==> src/rtl/vram_arb_pkg.sv <==
// vram_arb_pkg: shared defaults and FSM state encoding for the VRAM arbiter
package vram_arb_pkg;

    localparam int ADDR_W_DEF   = 19;
    localparam int DATA_W_DEF   = 12;
    localparam int WB_DEPTH_DEF = 4;

    typedef enum logic [1:0] {
        IDLE     = 2'd0,
        RD_WAIT  = 2'd1,
        RD_ISSUE = 2'd2,
        RD_DATA  = 2'd3
    } state_e;

endpackage

==> src/rtl/vram_arbiter_if.sv <==
// vram_arbiter_if: CPU-side request/ready bus of the VRAM arbiter
interface vram_arbiter_if #(
    parameter int ADDR_W = vram_arb_pkg::ADDR_W_DEF,
    parameter int DATA_W = vram_arb_pkg::DATA_W_DEF
);

    logic              req;
    logic              we;
    logic [ADDR_W-1:0] addr;
    logic [DATA_W-1:0] wdata;
    logic              ready;
    logic [DATA_W-1:0] rdata;

    modport master (output req, we, addr, wdata, input ready, rdata);
    modport slave  (input req, we, addr, wdata, output ready, rdata);

endinterface

==> src/rtl/vram_wr_fifo.sv <==
// vram_wr_fifo: posted-write buffer holding {address, pixel} entries in FIFO order
module vram_wr_fifo #(
    parameter int W     = 31,
    parameter int DEPTH = 4
) (
    input  logic                    clk,
    input  logic                    rst,
    input  logic                    push,
    input  logic                    pop,
    input  logic [W-1:0]            din,
    output logic [W-1:0]            dout,
    output logic                    full,
    output logic                    empty,
    output logic [$clog2(DEPTH):0]  count
);

    localparam int AW = $clog2(DEPTH);

    logic [W-1:0]  mem_q [DEPTH];
    logic [AW-1:0] wr_ptr_q, wr_ptr_d, rd_ptr_q, rd_ptr_d;
    logic [AW:0]   count_q, count_d;
    logic          do_push, do_pop;

    // Occupancy gates requests so a full buffer never overwrites and an empty one never underflows
    always_comb begin
        full     = count_q == (AW+1)'(DEPTH);
        empty    = count_q == '0;
        do_push  = push && !full;
        do_pop   = pop && !empty;
        wr_ptr_d = wr_ptr_q + AW'(do_push);
        rd_ptr_d = rd_ptr_q + AW'(do_pop);
        count_d  = count_q + (AW+1)'(do_push) - (AW+1)'(do_pop);
        dout     = mem_q[rd_ptr_q];
        count    = count_q;
    end

    // Pointers and occupancy; clearing them discards any buffered entries
    always_ff @(posedge clk or negedge rst) begin
        if (!rst) begin
            wr_ptr_q <= '0;
            rd_ptr_q <= '0;
            count_q  <= '0;
        end else begin
            wr_ptr_q <= wr_ptr_d;
            rd_ptr_q <= rd_ptr_d;
            count_q  <= count_d;
        end
    end

    // Entry storage needs no reset; validity is tracked by the pointers
    always_ff @(posedge clk) begin
        if (do_push) mem_q[wr_ptr_q] <= din;
    end

endmodule

==> src/rtl/vram_arbiter.sv <==
// vram_arbiter: shares one VRAM port between scanout (absolute priority) and a CPU with posted writes
module vram_arbiter
    import vram_arb_pkg::*;
#(
    parameter int ADDR_W   = ADDR_W_DEF,
    parameter int DATA_W   = DATA_W_DEF,
    parameter int WB_DEPTH = WB_DEPTH_DEF
) (
    input  logic                       clk,
    input  logic                       rst,
    vram_arbiter_if.slave              cpu,
    input  logic                       vga_rdn,
    input  logic [ADDR_W-1:0]          vga_addr,
    output logic [ADDR_W-1:0]          vram_addr,
    output logic                       vram_we,
    output logic [DATA_W-1:0]          vram_din,
    input  logic [DATA_W-1:0]          vram_dout,
    output logic [$clog2(WB_DEPTH):0]  wb_count,
    output logic                       busy
);

    state_e                     state_q, state_d;
    logic [ADDR_W-1:0]          rd_addr_q, rd_addr_d;
    logic [DATA_W-1:0]          rdata_q, rdata_d;
    logic [ADDR_W+DATA_W-1:0]   head;
    logic                       full, empty, wr_acc, drain;

    vram_wr_fifo #(.W(ADDR_W + DATA_W), .DEPTH(WB_DEPTH)) u_wr_fifo (
        .clk   (clk),
        .rst   (rst),
        .push  (wr_acc),
        .pop   (drain),
        .din   ({cpu.addr, cpu.wdata}),
        .dout  (head),
        .full  (full),
        .empty (empty),
        .count (wb_count)
    );

    // Port steering: scanout first, then draining posted writes, else park on the read address
    always_comb begin
        wr_acc    = rst && cpu.req && cpu.we && state_q == IDLE && !full;
        drain     = vga_rdn && !empty && state_q != RD_ISSUE && state_q != RD_DATA;
        cpu.ready = wr_acc || (cpu.req && state_q == RD_DATA);
        cpu.rdata = state_q == RD_DATA ? vram_dout : rdata_q;
        vram_addr = !vga_rdn ? vga_addr : drain ? head[ADDR_W+DATA_W-1:DATA_W] : rd_addr_q;
        vram_we   = drain;
        vram_din  = head[DATA_W-1:0];
        busy      = state_q != IDLE || !empty;
    end

    // Read sequencing: wait for the buffer to drain, issue when scanout is idle, retry if it steals the slot
    always_comb begin
        state_d   = state_q;
        rd_addr_d = rd_addr_q;
        rdata_d   = rdata_q;
        case (state_q)
            IDLE: if (cpu.req && !cpu.we) begin
                state_d   = RD_WAIT;
                rd_addr_d = cpu.addr;
            end
            RD_WAIT:  state_d = empty && vga_rdn ? RD_ISSUE : RD_WAIT;
            RD_ISSUE: state_d = vga_rdn ? RD_DATA : RD_WAIT;
            RD_DATA: begin
                rdata_d = vram_dout;
                state_d = IDLE;
            end
            default:  state_d = IDLE;
        endcase
    end

    // State and read-path registers
    always_ff @(posedge clk or negedge rst) begin
        if (!rst) begin
            state_q   <= IDLE;
            rd_addr_q <= '0;
            rdata_q   <= '0;
        end else begin
            state_q   <= state_d;
            rd_addr_q <= rd_addr_d;
            rdata_q   <= rdata_d;
        end
    end

endmodule

==> src/flat_wrapper.sv <==
// flat-port wrapper written by rule: the top's interface ports become plain ports
module vram_arbiter_flat import vram_arb_pkg::*;
#(
    parameter int ADDR_W   = ADDR_W_DEF,
    parameter int DATA_W   = DATA_W_DEF,
    parameter int WB_DEPTH = WB_DEPTH_DEF
)
  (clk, rst, vga_rdn, vga_addr, vram_addr, vram_we, vram_din, vram_dout, wb_count, busy, cpu_req, cpu_we, cpu_addr, cpu_wdata, cpu_ready, cpu_rdata);
  vram_arbiter_if #(.ADDR_W(ADDR_W), .DATA_W(DATA_W)) cpu_i ();
  input  logic clk;
  input  logic rst;
  input  logic vga_rdn;
  input  logic [ADDR_W-1:0] vga_addr;
  output logic [ADDR_W-1:0] vram_addr;
  output logic vram_we;
  output logic [DATA_W-1:0] vram_din;
  input  logic [DATA_W-1:0] vram_dout;
  output logic [$clog2(WB_DEPTH):0] wb_count;
  output logic busy;
  input wire logic [$bits(cpu_i.req)-1:0] cpu_req;
  input wire logic [$bits(cpu_i.we)-1:0] cpu_we;
  input wire logic [$bits(cpu_i.addr)-1:0] cpu_addr;
  input wire logic [$bits(cpu_i.wdata)-1:0] cpu_wdata;
  output wire logic [$bits(cpu_i.ready)-1:0] cpu_ready;
  output wire logic [$bits(cpu_i.rdata)-1:0] cpu_rdata;
  assign cpu_i.req = cpu_req;
  assign cpu_i.we = cpu_we;
  assign cpu_i.addr = cpu_addr;
  assign cpu_i.wdata = cpu_wdata;
  assign cpu_ready = cpu_i.ready;
  assign cpu_rdata = cpu_i.rdata;
  vram_arbiter #(.ADDR_W(ADDR_W), .DATA_W(DATA_W), .WB_DEPTH(WB_DEPTH)) u_core (.clk(clk), .rst(rst), .cpu(cpu_i), .vga_rdn(vga_rdn), .vga_addr(vga_addr), .vram_addr(vram_addr), .vram_we(vram_we), .vram_din(vram_din), .vram_dout(vram_dout), .wb_count(wb_count), .busy(busy));
endmodule
==> config.mk <==
export PLATFORM = sky130hd
export DESIGN_NAME = vram_arbiter_flat
export DESIGN_NICKNAME = d
export VERILOG_FILES = /design/src/rtl/vram_arb_pkg.sv /design/src/rtl/vram_arbiter_if.sv /design/src/rtl/vram_wr_fifo.sv /design/src/rtl/vram_arbiter.sv /design/src/flat_wrapper.sv
export SDC_FILE = /design/constraint.sdc
export NUM_CORES = 1
export LEC_CHECK = 0
export ABC_CLOCK_PERIOD_IN_PS = 5900
export BUFFER_PORTS_ARGS = -buffer_cell sky130_fd_sc_hd__buf_2
export CORE_MARGIN = 2
export CORE_UTILIZATION = 29
export DETAILED_ROUTE_END_ITERATION = 10
export MAX_ROUTING_LAYER = met4
export SLEW_MARGIN = 20
export SYNTH_ARGS = -nofsm -noshare
export SYNTH_HDL_FRONTEND = slang
export SYNTH_SLANG_ARGS = --single-unit
==> constraint.sdc <==
create_clock -name clk -period 5.9 [get_ports clk]
set_clock_uncertainty 0.15 [all_clocks]
set_input_delay 0.295 -clock clk [delete_from_list [all_inputs] [get_ports clk]]
set_output_delay 0.295 -clock clk [all_outputs]
set_load 0.005 [all_outputs]
==> results.py <==
metrics = {
    "status": {
        "status": "finished, final reports clean",
    },
    "pwr": {
        "p_leak_uw": 0.00309,
        "total_power_uw": 3560,
        "max-vdd-ir-drop_v": 0.000243,
        "p_per_area_nw_per_um2": 424,
    },
    "layout": {
        "mostFrequentLayoutCells": "edfxtp_1 (124), buf_2 (115), dlygate4sd3_1 (44), dfrtp_1 (38)",
        "syn_to_final_growth_pct": 28.7,
        "drive_gt1_share_pct": 42.7,
        "mostFrequentLayoutCell": "edfxtp_1",
        "layout.nets": 571,
        "finalNonFillerCells": 793,
        "fill_cells": 2030,
        "n_antenna_cell": 0,
    },
    "clock_tree": {
        "cts_sinks": 164,
        "max-clock-path-buffers": 2,
        "clk_latency_ns": 0.42,
        "cts-root-buf": "clkbuf_16",
        "cts_tree": "built",
        "cts-buffers-inserted": 17,
        "cts_resized": 0,
        "clkTransAtPathRegs_ns": 0.06,
        "htree_levels": 4,
    },
    "yosys": {
        "synth_seq_cells": 164,
        "synth_area_per_cell_sq_um": 19.0,
        "synth.top_cell.area_share_pct": 57.1,
        "yosys-top-cells-area": "edfxtp_1 (57%), dfrtp_1 (15%), mux4_2 (11%), mux2_2 (5.3%), a221o_1 (2.9%)",
        "seq_area_frac_synth_pct": 72.4,
        "yosysTopAreaCell": "edfxtp_1",
        "ys_warn_count": 0,
        "ys_types": 31,
        "syn_inst": 343,
        "netlist_area_sq_um": 6530,
        "synth_fp_nets": 413,
    },
    "timing": {
        "period_share_pct": 56.2,
        "finalSetupViolations": 0,
        "hold_viol": 0,
        "setup_ws_ns": 2.59,
        "rsz0062_at_grt": "no",
        "hold_ws_ns": 0.145,
        "finalCriticalPeriod_ns": 3.31,
        "drv_slew": 0,
        "max_freq_mhz": 302,
        "fin_tns_setup_ns": 0,
        "worstMarginPinSlew_ns": 0.957,
        "slew_headroom_pct": 36.0,
    },
    "placement": {
        "hpwl_um": 9150,
        "numPlacedInstances": 718,
        "io_buffers": 115,
        "finalWeightedCongestion": 0.697,
        "pre_cts_slack_ns": 2.60,
    },
    "routing": {
        "num_vias": 3658,
        "viasPerCell": 4.61,
        "ant_nets": 0,
        "drt_first_iter_violations": 270,
        "wirelength_um": 14500,
        "firstDrtPassIters": 4,
        "drc_errors": 0,
        "wire_per_inst_um": 18.3,
    },
    "run": {
        "cap_violations": 0,
    },
    "die": {
        "core_sq_um": 22000,
        "die_h_um": 154,
        "num_rows": 54,
        "io_pins": 116,
        "die_w_um": 154,
        "initial_core_util_pct": 29.7,
        "dieArea_sq_um": 23700,
    },
    "setup_path": {
        "rrSetupSlack_ns": 2.93,
        "worst_path_dominant_cell_family": "simple AND/OR/NAND/NOR gates",
        "crit_path_start_kind": "primary input",
        "cp.buffers_inverters": 3,
        "worstPathArrival_ns": 3.21,
        "end_kind": "flip-flop",
        "slowest_delay_ns": 0.77,
        "critPathMaxFanout": 41,
        "r2r-start": "u_core.state_q[1]$_DFFE_PN0P_",
        "slowest_stage": "and3_2",
        "cp_cell_sequence": "dlygate4sd3_1 > buf_2 > nand3_1 > or4_1 > inv_1 > and3_2",
        "worstPathRequired_ns": 5.79,
        "reg2regPathDepth": 7,
        "r2r-end": "u_core.u_wr_fifo.count[2]$_DFF_PN0_",
        "crit_type": "in -> reg",
    },
    "global_routing": {
        "grt_pass1_vias": 4033,
        "grt_usage_pct": 12.9,
        "grt_pass1_wl_um": 22300,
        "grt_max_degree": 42,
        "grt_overflow": 0,
        "antenna_found_initial": 0,
    },
    "min_path": {
        "hp-start": "cpu_req",
        "min_path_cells": 3,
        "whs_endpoint": "u_core.state_q[0]$_DFFE_PN0P_",
        "hp-class": "in -> reg",
    },
}
==> flip-flops by register name, summed over array words and instances, names as in the netlist <==
name	flops
u_core.rd_addr_q	19
u_core.rdata_q	12
u_core.state_q	2
u_core.u_wr_fifo.count	3
u_core.u_wr_fifo.mem_q	124
u_core.u_wr_fifo.rd_ptr_q	2
u_core.u_wr_fifo.wr_ptr_q	2
==> report_power, final <==
| group | total (uW) | internal (uW) | leakage (uW) | switching, uW |
|---|---|---|---|---|
| sequential | 1550 | 1400 | 0.00159 | 151 |
| clock | 1100 | 663 | 0.000274 | 432 |
| combinational | 914 | 521 | 0.00123 | 393 |
| total | 3560 | 2590 | 0.00309 | 976 |
==> kinds of logic (layout without fill, tap and decap cells) <==
logic type | count (synthesis) | after routing | synth area share (%)
compound gates | 41 | 41 | 4.68
xor+xnor | 6 | 6 | 0.805
fa+ha+maj | 3 | 3 | 0.690
buf+inv | 27 | 197 | 2.19
flops | 164 | 164 | 72.4
mux | 62 | 62 | 16.0
simple gates | 40 | 40 | 3.18
==> area by class of cell <==
class | count | area (sq um) | share of cell area [%]
Multi-Input combinational cell | 152 | 1680 | 20.0
Tap cell | 280 | 350 | 4.17
Timing Repair Buffer | 163 | 1050 | 12.5
Inverter | 3 | 11.3 | 0.134
Sequential cell | 164 | 4730 | 56.3
Clock buffer | 19 | 433 | 5.15
Clock inverter | 12 | 155 | 1.85
==> stage by stage <==
stage	util [%]	cell area, sq um
finish	38.3	8400
global route	38.3	8400
CTS	38.3	8400
detailed placement	33.6	7370
global placement	33.6	7370
floorplan	-	6530
==> cells in the mapped netlist <==
cell type  count
or4_1          1
buf_1          1
xnor2_1        4
fa_1           1
nand3_1        3
inv_1          3
and3_1         1
nand2b_1       3
buf_2          6
mux2_2        31
mux4_2        31
buf_6          4
nor3_4         1
nor3b_1        3
ha_1           2
a21oi_1       20
edfxtp_1     124
or3_1          1
dfrtp_1       40
a221o_1       19
nand2_1       22
buf_4          1
nor2b_1        1
a22oi_1        1
and2_4         1
or3b_2         1
nor2_1         1
o21bai_1       1
nor3_1         1
clkbuf_1      12
xor2_1         2
==> worst register-to-register path: cells and delay by family (launching register included) <==
kind,cells,cell delay (ns)
xor gates and xnor gates,3,0.47
adders and majority gates,2,0.59
DFF,1,0.49
and+or+nand+nor,2,1.19
==> routing by layer <==
metal | routed length, um | share of wire (%) | global-route usage, %
met3 | 566 | 3.9 | 3.27
met2 | 7220 | 50 | 21.2
met4 | 228 | 1.6 | 4.05
met5 | 0 | 0 | -
met1 | 6530 | 45 | 15.8
==> worst max path at each step <==
stage,start,to,slack (ns),depth (start not counted)
final,rst,u_core.u_wr_fifo.mem_q[3][3]$_DFFE_PP_,2.59,6
after CTS,rst,u_core.u_wr_fifo.mem_q[3][10]$_DFFE_PP_,2.49,6
after detailed placement,rst,u_core.u_wr_fifo.mem_q[3][30]$_DFFE_PP_,2.60,5
after global placement,rst,u_core.u_wr_fifo.mem_q[3][6]$_DFFE_PP_,2.66,5
after global routing,rst,u_core.u_wr_fifo.mem_q[3][20]$_DFFE_PP_,2.32,6
after floorplan,u_core.state_q[0]$_DFFE_PN0P_,u_core.u_wr_fifo.mem_q[1][0]$_DFFE_PP_,1.73,4
==> repair_timing <==
item                       4_1_cts  5_1_grt
hold endpoints to repair       176        0
setup buffers                    0        0
hold buffers                    44        0
setup endpoints to repair        0        0
Note: power is estimated with default switching activity, not from simulation.
